==> config.mk <==
export PLATFORM = sky130hd
export DESIGN_NAME = multicycle_sequencer
export DESIGN_NICKNAME = d
export VERILOG_FILES = /design/src/rtl/rv_ctrl_pkg.sv /design/src/rtl/multicycle_sequencer_alu_decoder.sv /design/src/rtl/multicycle_sequencer.sv
export SDC_FILE = /design/constraint.sdc
export NUM_CORES = 1
export LEC_CHECK = 0
export CAP_MARGIN = 20
export CORE_UTILIZATION = 49
export CTS_BUF_LIST = sky130_fd_sc_hd__clkbuf_2 sky130_fd_sc_hd__clkbuf_4 sky130_fd_sc_hd__clkbuf_8
export DETAILED_ROUTE_END_ITERATION = 10
export GPL_ROUTABILITY_DRIVEN = 0
export GPL_TIMING_DRIVEN = 1
export PLACE_DENSITY = 0.81
export SETUP_SLACK_MARGIN = 0.5
export SLEW_MARGIN = 10
export SYNTH_ARGS = -nofsm -noshare
export SYNTH_HDL_FRONTEND = slang
export SYNTH_HIERARCHICAL = 1
export SYNTH_SLANG_ARGS = --single-unit
==> constraint.sdc <==
create_clock -name clk -period 2.2 [get_ports clk]
set_clock_uncertainty 0.1 [all_clocks]
set_input_delay 0.33 -clock clk [delete_from_list [all_inputs] [get_ports clk]]
set_output_delay 0.33 -clock clk [all_outputs]
set_load 0.005 [all_outputs]
==> src/rtl/rv_ctrl_pkg.sv <==
// Shared control constants for the multi-cycle sequencer and the datapath ALU.
package rv_ctrl_pkg;

  localparam logic [6:0]  OP_R       = 7'b0110011;
  localparam logic [6:0]  OP_I       = 7'b0010011;
  localparam logic [31:0] INST_ECALL = 32'h0000_0073;

  localparam logic [6:0] F7_ZERO = 7'b0000000;
  localparam logic [6:0] F7_ALT  = 7'b0100000;

  localparam logic [3:0] ALU_AND  = 4'b0000;
  localparam logic [3:0] ALU_OR   = 4'b0001;
  localparam logic [3:0] ALU_ADD  = 4'b0010;
  localparam logic [3:0] ALU_XOR  = 4'b0011;
  localparam logic [3:0] ALU_SLL  = 4'b0100;
  localparam logic [3:0] ALU_SRL  = 4'b0101;
  localparam logic [3:0] ALU_SUB  = 4'b0110;
  localparam logic [3:0] ALU_SLT  = 4'b0111;
  localparam logic [3:0] ALU_SRA  = 4'b1000;
  localparam logic [3:0] ALU_SLTU = 4'b1001;

  localparam logic [1:0] CAUSE_NONE    = 2'b00;
  localparam logic [1:0] CAUSE_ILLEGAL = 2'b01;
  localparam logic [1:0] CAUSE_TIMEOUT = 2'b10;

  typedef enum logic [2:0] {
    ST_FETCH     = 3'd0,
    ST_DECODE    = 3'd1,
    ST_EXECUTE   = 3'd2,
    ST_WRITEBACK = 3'd3,
    ST_HALT      = 3'd4,
    ST_TRAP      = 3'd5
  } seq_state_t;

endpackage

==> src/rtl/multicycle_sequencer_alu_decoder.sv <==
// Combinational decode of R/I-type ALU instructions into the 4-bit ALU code.
module alu_decoder
  import rv_ctrl_pkg::*;
(
  input  logic [6:0] opcode,
  input  logic [2:0] funct3,
  input  logic [6:0] funct7,
  output logic [3:0] alu_control,
  output logic       alu_src_imm,
  output logic       illegal
);

  always_comb begin
    alu_control = ALU_ADD;
    alu_src_imm = 1'b0;
    illegal     = 1'b0;
    case (opcode)
      OP_R: begin
        if (funct7 == F7_ZERO) begin
          case (funct3)
            3'b000:  alu_control = ALU_ADD;
            3'b001:  alu_control = ALU_SLL;
            3'b010:  alu_control = ALU_SLT;
            3'b011:  alu_control = ALU_SLTU;
            3'b100:  alu_control = ALU_XOR;
            3'b101:  alu_control = ALU_SRL;
            3'b110:  alu_control = ALU_OR;
            3'b111:  alu_control = ALU_AND;
            default: illegal = 1'b1;
          endcase
        end else if (funct7 == F7_ALT) begin
          case (funct3)
            3'b000:  alu_control = ALU_SUB;
            3'b101:  alu_control = ALU_SRA;
            default: illegal = 1'b1;
          endcase
        end else begin
          illegal = 1'b1;
        end
      end
      // I-type: funct7 only matters for the shift-immediate forms
      OP_I: begin
        alu_src_imm = 1'b1;
        case (funct3)
          3'b000: alu_control = ALU_ADD;
          3'b010: alu_control = ALU_SLT;
          3'b011: alu_control = ALU_SLTU;
          3'b100: alu_control = ALU_XOR;
          3'b110: alu_control = ALU_OR;
          3'b111: alu_control = ALU_AND;
          3'b001: begin
            if (funct7 == F7_ZERO) alu_control = ALU_SLL;
            else                   illegal = 1'b1;
          end
          3'b101: begin
            if (funct7 == F7_ZERO)     alu_control = ALU_SRL;
            else if (funct7 == F7_ALT) alu_control = ALU_SRA;
            else                       illegal = 1'b1;
          end
          default: illegal = 1'b1;
        endcase
      end
      default: illegal = 1'b1;
    endcase
  end

endmodule

==> src/rtl/multicycle_sequencer.sv <==
// FETCH/DECODE/EXECUTE/WRITEBACK control FSM with fetch timeout, halt and trap.
module multicycle_sequencer
  import rv_ctrl_pkg::*;
#(
  parameter int unsigned FETCH_TIMEOUT = 16,
  parameter int unsigned CNT_W         = 32
) (
  input  logic             clk,
  input  logic             reset,
  input  logic             imem_valid,
  input  logic [31:0]      inst_code,
  output logic             imem_req,
  output logic             ir_load,
  output logic [3:0]       alu_control,
  output logic             alu_src_imm,
  output logic             write_on_register,
  output logic             pc_enable,
  output logic             halted,
  output logic             trap,
  output logic [1:0]       trap_cause,
  output logic [CNT_W-1:0] instret
);

  localparam logic [7:0] WAIT_LAST = 8'(FETCH_TIMEOUT - 1);

  seq_state_t       state;
  logic [7:0]       wait_cnt;
  logic [31:0]      ir;
  logic [3:0]       alu_ctl_q;
  logic             src_imm_q;
  logic             halted_q;
  logic             trap_q;
  logic [1:0]       cause_q;
  logic [CNT_W-1:0] instret_q;

  logic [3:0] dec_alu;
  logic       dec_imm;
  logic       dec_illegal;

  alu_decoder u_alu_decoder (
    .opcode      (ir[6:0]),
    .funct3      (ir[14:12]),
    .funct7      (ir[31:25]),
    .alu_control (dec_alu),
    .alu_src_imm (dec_imm),
    .illegal     (dec_illegal)
  );

  always_ff @(posedge clk) begin
    if (reset) begin
      state     <= ST_FETCH;
      wait_cnt  <= 8'd0;
      ir        <= 32'd0;
      alu_ctl_q <= 4'd0;
      src_imm_q <= 1'b0;
      halted_q  <= 1'b0;
      trap_q    <= 1'b0;
      cause_q   <= CAUSE_NONE;
      instret_q <= {CNT_W{1'b0}};
    end else begin
      case (state)
        // valid wins over the timeout on the last allowed wait cycle
        ST_FETCH: begin
          if (imem_valid) begin
            ir       <= inst_code;
            wait_cnt <= 8'd0;
            state    <= ST_DECODE;
          end else if (wait_cnt == WAIT_LAST) begin
            wait_cnt <= 8'd0;
            trap_q   <= 1'b1;
            cause_q  <= CAUSE_TIMEOUT;
            state    <= ST_TRAP;
          end else begin
            wait_cnt <= wait_cnt + 8'd1;
          end
        end
        ST_DECODE: begin
          if (ir == INST_ECALL) begin
            halted_q <= 1'b1;
            state    <= ST_HALT;
          end else if (dec_illegal) begin
            trap_q  <= 1'b1;
            cause_q <= CAUSE_ILLEGAL;
            state   <= ST_TRAP;
          end else begin
            alu_ctl_q <= dec_alu;
            src_imm_q <= dec_imm;
            state     <= ST_EXECUTE;
          end
        end
        ST_EXECUTE:   state <= ST_WRITEBACK;
        ST_WRITEBACK: begin
          instret_q <= instret_q + {{(CNT_W-1){1'b0}}, 1'b1};
          state     <= ST_FETCH;
        end
        ST_HALT:      state <= ST_HALT;
        ST_TRAP:      state <= ST_TRAP;
        default:      state <= ST_FETCH;
      endcase
    end
  end

  // Strobes are masked while reset is held so every output reads 0 under reset
  logic in_alu_phase;
  assign in_alu_phase = !reset && ((state == ST_EXECUTE) || (state == ST_WRITEBACK));

  assign imem_req          = !reset && (state == ST_FETCH);
  assign ir_load           = imem_req && imem_valid;
  assign alu_control       = in_alu_phase ? alu_ctl_q : 4'd0;
  assign alu_src_imm       = in_alu_phase && src_imm_q;
  assign pc_enable         = !reset && (state == ST_WRITEBACK);
  assign write_on_register = pc_enable && (ir[11:7] != 5'd0);
  assign halted            = halted_q;
  assign trap              = trap_q;
  assign trap_cause        = cause_q;
  assign instret           = instret_q;

endmodule

==> impl_metrics.yaml, run 1 <==
floorplan:
  core_region_area_sq_um: 8260
  rows: 33
  design.portCount: 80
  die_extent_in_x_microns: 94.7
  design.die.area_sq_um: 8970
  die-height_microns: 94.7
  starting_density_of_the_core_pct: 51.0
grt:
  number_of_antenna_violations_at_the_first_check_in_global_routing: 1
  vias_in_the_first_global_route: 4705
  global_route_wire_length_before_repair_microns: 23900
  grtUsageTotal_pct: 34.7
  gr_overflow_total: 0
  maximum_number_of_pins_on_one_net_before_global_route_repair: 34
finish:
  flow.area_growth_from_synthesis_pct: 70.6
  multiInputGateArea_sq_um: 3000
  seq_area_sq_um: 1800
  finalNetCount: 695
  instances_no_fill: 763
  layout-drive-gt1-share_pct: 47.3
  fill_cells: 343
setup_path:
  critical_path.endpoint_type: "register"
  cp.arrival_ns: 2.89
  slowest_stage: "sky130_fd_sc_hd__or4b_4"
  cp-start-kind: "register"
  worst-path-max-fanout: 5
  ws_path_type: "reg -> reg"
  timing.critical_path.required_ns: 2.36
  cp_slowest_stage_delay_ns: 0.62
  crit_chain: "nor4_4, buf_4, a311oi_2, a221o_1, or4b_4, nor3b_2, o21ai_1, o2111ai_2"
clock_network:
  cts_root_buffer: "sky130_fd_sc_hd__clkbuf_8"
  ctsLongestPathBuffers: 2
  tritoncts: "done"
  h-tree-depth: 3
  tritoncts.num_buffers: 9
  clock_insertion_delay_worst_skew_ns: 0.38
  clock_slew_at_reported_path_ffs_ns: 0.10
  cts_num_sinks: 84
timing:
  grt_setup_unrepaired: "yes"
  max-slew-margin-rel_pct: 44.7
  timing.fmax_mhz: 366
  final-hold-violation-count: 0
  period_utilization_post_route_pct: 124
  timing.final.setup_violations: 11
  worstMarginPinSlew_ns: 0.821
  period_needed_ns: 2.73
  slew_viol_final: 0
  crit_path_setup_slack_layout_ns: -0.532
  worst_hold_slack_ns: 0.367
power:
  total_leakage_power_uw: 0.00310
  vdd_ir_drop_max_v: 0.000412
  power.density_nw_per_um2: 500
  fin_total_pwr_uw: 3600
logic_synthesis:
  synthesis.instances: 466
  synth_enable_flop_cells: 0
  postSynth.asyncResetShare_pct: 0
  most_common_flop_cell_mapped_by_yosys: "sky130_fd_sc_hd__dfxtp_1"
  post_synth_main_area_contributors: "sky130_fd_sc_hd__dfxtp_1 (40%), sky130_fd_sc_hd__a22o_1 (6.7%), sky130_fd_sc_hd__nor2_1 (3.1%)"
  postSynthNetCount: 509
  synth-seq-area-share_pct: 39.9
  area_share_of_the_leading_cell_type_in_the_synthesized_netlist_pct: 39.9
  area_leader_netlist: "sky130_fd_sc_hd__dfxtp_1"
  total_number_of_yosys_warnings: 6
  post_synth_top_cells: "sky130_fd_sc_hd__dfxtp_1 (84), sky130_fd_sc_hd__nor2_1 (35), sky130_fd_sc_hd__a22o_1 (32)"
  synth_area_per_cell_sq_um: 9.04
  synth_cell_types: 64
  yosys_register_bits: 84
  yosys.cell_count.top_type: "sky130_fd_sc_hd__dfxtp_1"
  synth_area_sq_um: 4210
outcome:
  outcome: "finished with violations"
  failed_checks: "setup timing"
run:
  cap_viol_max_count: 0
place:
  numPortBuffers: 79
  dp.final_hpwl_microns: 7620
  number_of_placed_instances_with_taps_included: 662
drt:
  via_per_inst: 6.95
  via_count: 5302
  detail_route.wirelength_microns: 20200
  drc: 0
  detailedRoute.firstPassIterationCount: 6
  ant_nets: 0
  drtIter0Drc: 567
  detail_route.wl_per_cell_microns: 26.5
min_path:
  hold_path_class: "in -> reg"
-- timing repair --
item,4_1_cts,5_1_grt
gates cloned,3,0
resized for setup,202,97
pin swaps,69,55
buffers inserted,50,31
hold buffers,0,0
setup endpoints to repair,66,86
-- area by class of cell --
class,instances,area share [%]
inverter,16,0.905
sequential,84,25.1
timing repair buffer,207,27.7
antenna,1,0.0348
clock inverter,5,0.853
clock buffer,11,1.93
multi-input combinational,334,41.7
tap,105,1.83
-- stage by stage --
step	util [%]	TNS, ns	setup slack (ns)	instance area [sq um]
4_1_cts	79.3	-0.759	-0.172	6550
3_3_place_gp	65.5	-0.509	-0.107	5410
5_1_grt	87.0	-3.39	-0.612	7190
6_report	87.0	-2.55	-0.532	7190
2_1_floorplan	-	-0.843	-0.169	4350
3_5_place_dp	65.5	-0.822	-0.181	5410
-- power by group --
part | switching (uW) | total, uW | internal [uW]
clock | 680 | 1240 | 556
combinational | 387 | 742 | 355
sequential | 66.8 | 1620 | 1550
total | 1130 | 3600 | 2460
-- flip-flops by register name, summed over array words and instances (netlist names), 2 cells and up --
| name | cells |
|---|---|
| instret | 32 |
| state | 3 |
| trap_cause | 2 |
| ir | 32 |
| alu_ctl_q | 4 |
| wait_cnt | 8 |
-- critical path, delay by kind of cell (launching register included) --
family,cells,cell delay [ns]
AND/OR/NAND/NOR,3,1.19
buffers and inverters,1,0.18
AO/OA/AOI/OAI,4,0.79
flip-flops,1,0.35
-- metal layers --
| layer | GRT usage, % | wire length (microns) | up-vias |
|---|---|---|---|
| met1 | 40.0 | 6790 | 2457 |
| met5 | 0 | 0 | - |
| met2 | 57.9 | 9240 | 517 |
| met4 | 22.5 | 1810 | 0 |
| li1 | - | - | 2129 |
| met3 | 7.57 | 2360 | 199 |
-- cells by family after synthesis --
family | share of synthesized area, %
multiplexers | 2.58
buffers and inverters | 5.31
adder cells (fa/ha/maj) | 2.38
flip-flops | 39.9
XOR/XNOR | 2.29
AND/OR/NAND/NOR | 26.9
AO/OA/AOI/OAI | 20.7
-- final timing paths --
check	startpoint	endpoint	slack, ns	cells past startpoint
worst min register to register	ir[16]	ir[16]	0.39	1
worst max register to register	ir[26]	alu_ctl_q[3]	-0.53	8
worst min-delay path	reset	wait_cnt[4]	0.37	3
worst max-delay path	ir[26]	alu_ctl_q[3]	-0.53	8
-- layout by cell type, fill, tap and decap left out, types with 4 or more instances in the layout --
| cell | Yosys | final |
|---|---|---|
| sky130_fd_sc_hd__buf_6 | 3 | 56 |
| sky130_fd_sc_hd__dfxtp_2 | 0 | 15 |
| sky130_fd_sc_hd__nor2_1 | 35 | 29 |
| sky130_fd_sc_hd__and3_1 | 7 | 6 |
| sky130_fd_sc_hd__o21ai_0 | 15 | 6 |
| sky130_fd_sc_hd__dfxtp_1 | 84 | 42 |
| sky130_fd_sc_hd__nor2_4 | 0 | 5 |
| sky130_fd_sc_hd__o31ai_1 | 10 | 5 |
| sky130_fd_sc_hd__mux2_4 | 0 | 6 |
| sky130_fd_sc_hd__nor3_4 | 0 | 4 |
| sky130_fd_sc_hd__or2_2 | 4 | 4 |
| sky130_fd_sc_hd__or4_1 | 14 | 10 |
| sky130_fd_sc_hd__or4_4 | 0 | 4 |
| sky130_fd_sc_hd__nor4_4 | 1 | 7 |
| sky130_fd_sc_hd__o21ai_1 | 0 | 8 |
| sky130_fd_sc_hd__dlymetal6s2s_1 | 0 | 14 |
| sky130_fd_sc_hd__nand2b_1 | 7 | 7 |
| sky130_fd_sc_hd__nand3_1 | 9 | 7 |
| sky130_fd_sc_hd__a311oi_1 | 6 | 4 |
| sky130_fd_sc_hd__clkbuf_8 | 0 | 9 |
| sky130_fd_sc_hd__nor3b_2 | 0 | 5 |
| sky130_fd_sc_hd__and2_4 | 0 | 8 |
| sky130_fd_sc_hd__xor2_1 | 10 | 8 |
| sky130_fd_sc_hd__nand2_1 | 31 | 27 |
| sky130_fd_sc_hd__clkdlybuf4s50_1 | 0 | 54 |
| sky130_fd_sc_hd__inv_1 | 16 | 13 |
| sky130_fd_sc_hd__buf_4 | 1 | 76 |
| sky130_fd_sc_hd__o41ai_2 | 0 | 4 |
| sky130_fd_sc_hd__a21oi_1 | 24 | 18 |
| sky130_fd_sc_hd__o311ai_4 | 0 | 5 |
| sky130_fd_sc_hd__a22o_1 | 32 | 32 |
| sky130_fd_sc_hd__ha_1 | 8 | 6 |
| sky130_fd_sc_hd__a21oi_2 | 0 | 5 |
| sky130_fd_sc_hd__nor2b_1 | 8 | 8 |
| sky130_fd_sc_hd__dfxtp_4 | 0 | 27 |
| sky130_fd_sc_hd__nand4_1 | 10 | 10 |
Power figures use the tool's default switching activity.
==> run 2: changes to the inputs <==
CORE_MARGIN = 10   (was unset)
SLEW_MARGIN = unset   (was 10)
==> run 2 against run 1 <==
Against the previous run: cell count shrank 4.6%; the flow still finishes with violations (setup timing); worst hold slack lost 0.22 ns; sequential cell count did not move; global-route usage is 14 points lower; critical endpoint is now alu_ctl_q[2]; critical path type unchanged; maximum frequency up 3.8%; setup slack better by 0.10 ns.
==> impl_metrics.yaml, run 2 (synthesized netlist as in run 1, its figures left out) <==
outcome:
  outcome: "finished with violations"
  failed_checks: "setup timing"
finish:
  layout-drive-gt1-share_pct: 43.3
  final_common_cell: "sky130_fd_sc_hd__buf_4"
  instances_no_fill: 728
  flow.area_growth_from_synthesis_pct: 59.9
  postLayoutCoreUtil_pct: 81.2
  mostFrequentLayoutCells: "sky130_fd_sc_hd__buf_4 (62), sky130_fd_sc_hd__dfxtp_1 (42), sky130_fd_sc_hd__clkdlybuf4s50_1 (40)"
  finalNetCount: 661
  antenna-diode-count: 0
place:
  numPortBuffers: 79
  dp.final_hpwl_microns: 8380
  number_of_placed_instances_with_taps_included: 659
drt:
  via_count: 4723
  detailedRoute.firstPassIterationCount: 5
  detail_route.wirelength_microns: 16500
  drc: 0
  drtIter0Drc: 569
  ant_nets: 0
  via_per_inst: 6.49
  detail_route.wl_per_cell_microns: 22.6
setup_path:
  ws_path_type: "reg -> reg"
  critPathLaunch: "ir[12]"
  cp.arrival_ns: 2.82
  regToRegSetupSlack_ns: -0.43
  regToRegStartpoint: "ir[12]"
  cp-start-kind: "register"
  timing.critical_path.required_ns: 2.39
  worst-path-max-fanout: 4
  critical_path.endpoint_type: "register"
floorplan:
  rows: 33
  starting_density_of_the_core_pct: 50.8
  core_region_area_sq_um: 8300
  die_extent_in_x_microns: 113
  die-height_microns: 113
  design.die.area_sq_um: 12700
  design.portCount: 80
clock_network:
  cts_root_buffer: "sky130_fd_sc_hd__clkbuf_8"
  ctsLongestPathBuffers: 2
  cts_hold_repair.buffers: 0
  tritoncts.num_buffers: 9
  tritoncts: "done"
  clock_slew_at_reported_path_ffs_ns: 0.10
  h-tree-depth: 3
  cts_num_sinks: 84
  clock_insertion_delay_worst_skew_ns: 0.38
grt:
  grtUsageTotal_pct: 20.7
  gr_overflow_total: 0
  maximum_number_of_pins_on_one_net_before_global_route_repair: 39
  vias_in_the_first_global_route: 4470
  global_route_wire_length_before_repair_microns: 22300
  number_of_antenna_violations_at_the_first_check_in_global_routing: 0
timing:
  slew_viol_final: 0
  period_needed_ns: 2.63
  final-hold-violation-count: 0
  timing.final.setup_violations: 7
  period_utilization_post_route_pct: 120
  timing.fmax_mhz: 380
  grt_setup_unrepaired: "yes"
  max-slew-margin-rel_pct: 57.0
  crit_path_setup_slack_layout_ns: -0.432
  worstMarginPinSlew_ns: 0.641
power:
  total_leakage_power_uw: 0.00304
  power.density_nw_per_um2: 500
  vdd_ir_drop_max_v: 0.000535
  fin_total_pwr_uw: 3370
run:
  cap_viol_max_count: 0
min_path:
  hold_path_class: "in -> reg"
  hold_start: "reset"
-- run 2: cell types whose count changed in the layout (fill, tap and decap cells not counted), moves of 9 or more --
cell,delta
sky130_fd_sc_hd__buf_6,-18
sky130_fd_sc_hd__buf_4,-14
sky130_fd_sc_hd__clkdlybuf4s50_1,-14
sky130_fd_sc_hd__dfxtp_2,+9
sky130_fd_sc_hd__dfxtp_4,-9
-- run 2: layout make-up --
type | instances | area [sq um]
multi-input combinational | 332 | 2880
clock buffer | 10 | 131
sequential | 84 | 1780
fill | 429 | 1560
inverter | 16 | 67.6
tap | 105 | 131
clock inverter | 6 | 48.8
timing repair buffer | 175 | 1700
-- run 2: where the power goes --
part / leakage, uW / total [uW] / internal, uW / switching [uW]
Sequential: 0.000708 / 1620 / 1560 / 57.5
Combinational: 0.00225 / 663 / 329 / 334
Clock: 0.0000882 / 1090 / 436 / 655
Total: 0.00304 / 3370 / 2330 / 1050
-- run 2: stage by stage --
step	hold slack, ns	setup TNS (ns)	cell area (sq um)	setup WS (ns)
2_1_floorplan	0.343	-0.843	4350	-0.169
3_3_place_gp	0.342	-0.503	5400	-0.106
3_5_place_dp	0.356	-0.982	5400	-0.205
4_1_cts	0.142	-0.965	6170	-0.197
5_1_grt	0.167	-1.98	6740	-0.412
6_report	0.150	-1.85	6740	-0.432
-- run 2: what timing repair did --
action                                  4_1_cts  5_1_grt
resized for setup                           161      105
setup buffers                                25       26
gates cloned                                  2        0
pin swaps                                    39       35
endpoints found under the setup margin       72       83
-- run 2: layer usage --
metal,global-route usage [%],wire [microns],vias to the layer above
met4,10.9,959,0
met5,0,0,-
met1,23.6,6340,2263
li1,-,-,2051
met2,35.1,7870,325
met3,5.02,1330,84
-- run 2: final timing paths --
kind | to | cells past startpoint
hold reg to reg | halted | 2
hold / removal | wait_cnt[4] | 2
setup / recovery | alu_ctl_q[2] | 10
setup reg to reg | alu_ctl_q[2] | 10
-- run 2: worst max-delay path: stages, from the launching register on --
cell and delay [ns]:
sky130_fd_sc_hd__dfxtp_4 0.38, sky130_fd_sc_hd__inv_2 0.06, sky130_fd_sc_hd__ha_2 0.20, sky130_fd_sc_hd__buf_4 0.13
sky130_fd_sc_hd__nor4b_1 0.05, sky130_fd_sc_hd__a311oi_1 0.56, sky130_fd_sc_hd__o21ai_0 0.29, sky130_fd_sc_hd__a21oi_1 0.24
sky130_fd_sc_hd__nor3b_4 0.28, sky130_fd_sc_hd__o21ai_2 0.12, sky130_fd_sc_hd__o2111ai_2 0.11
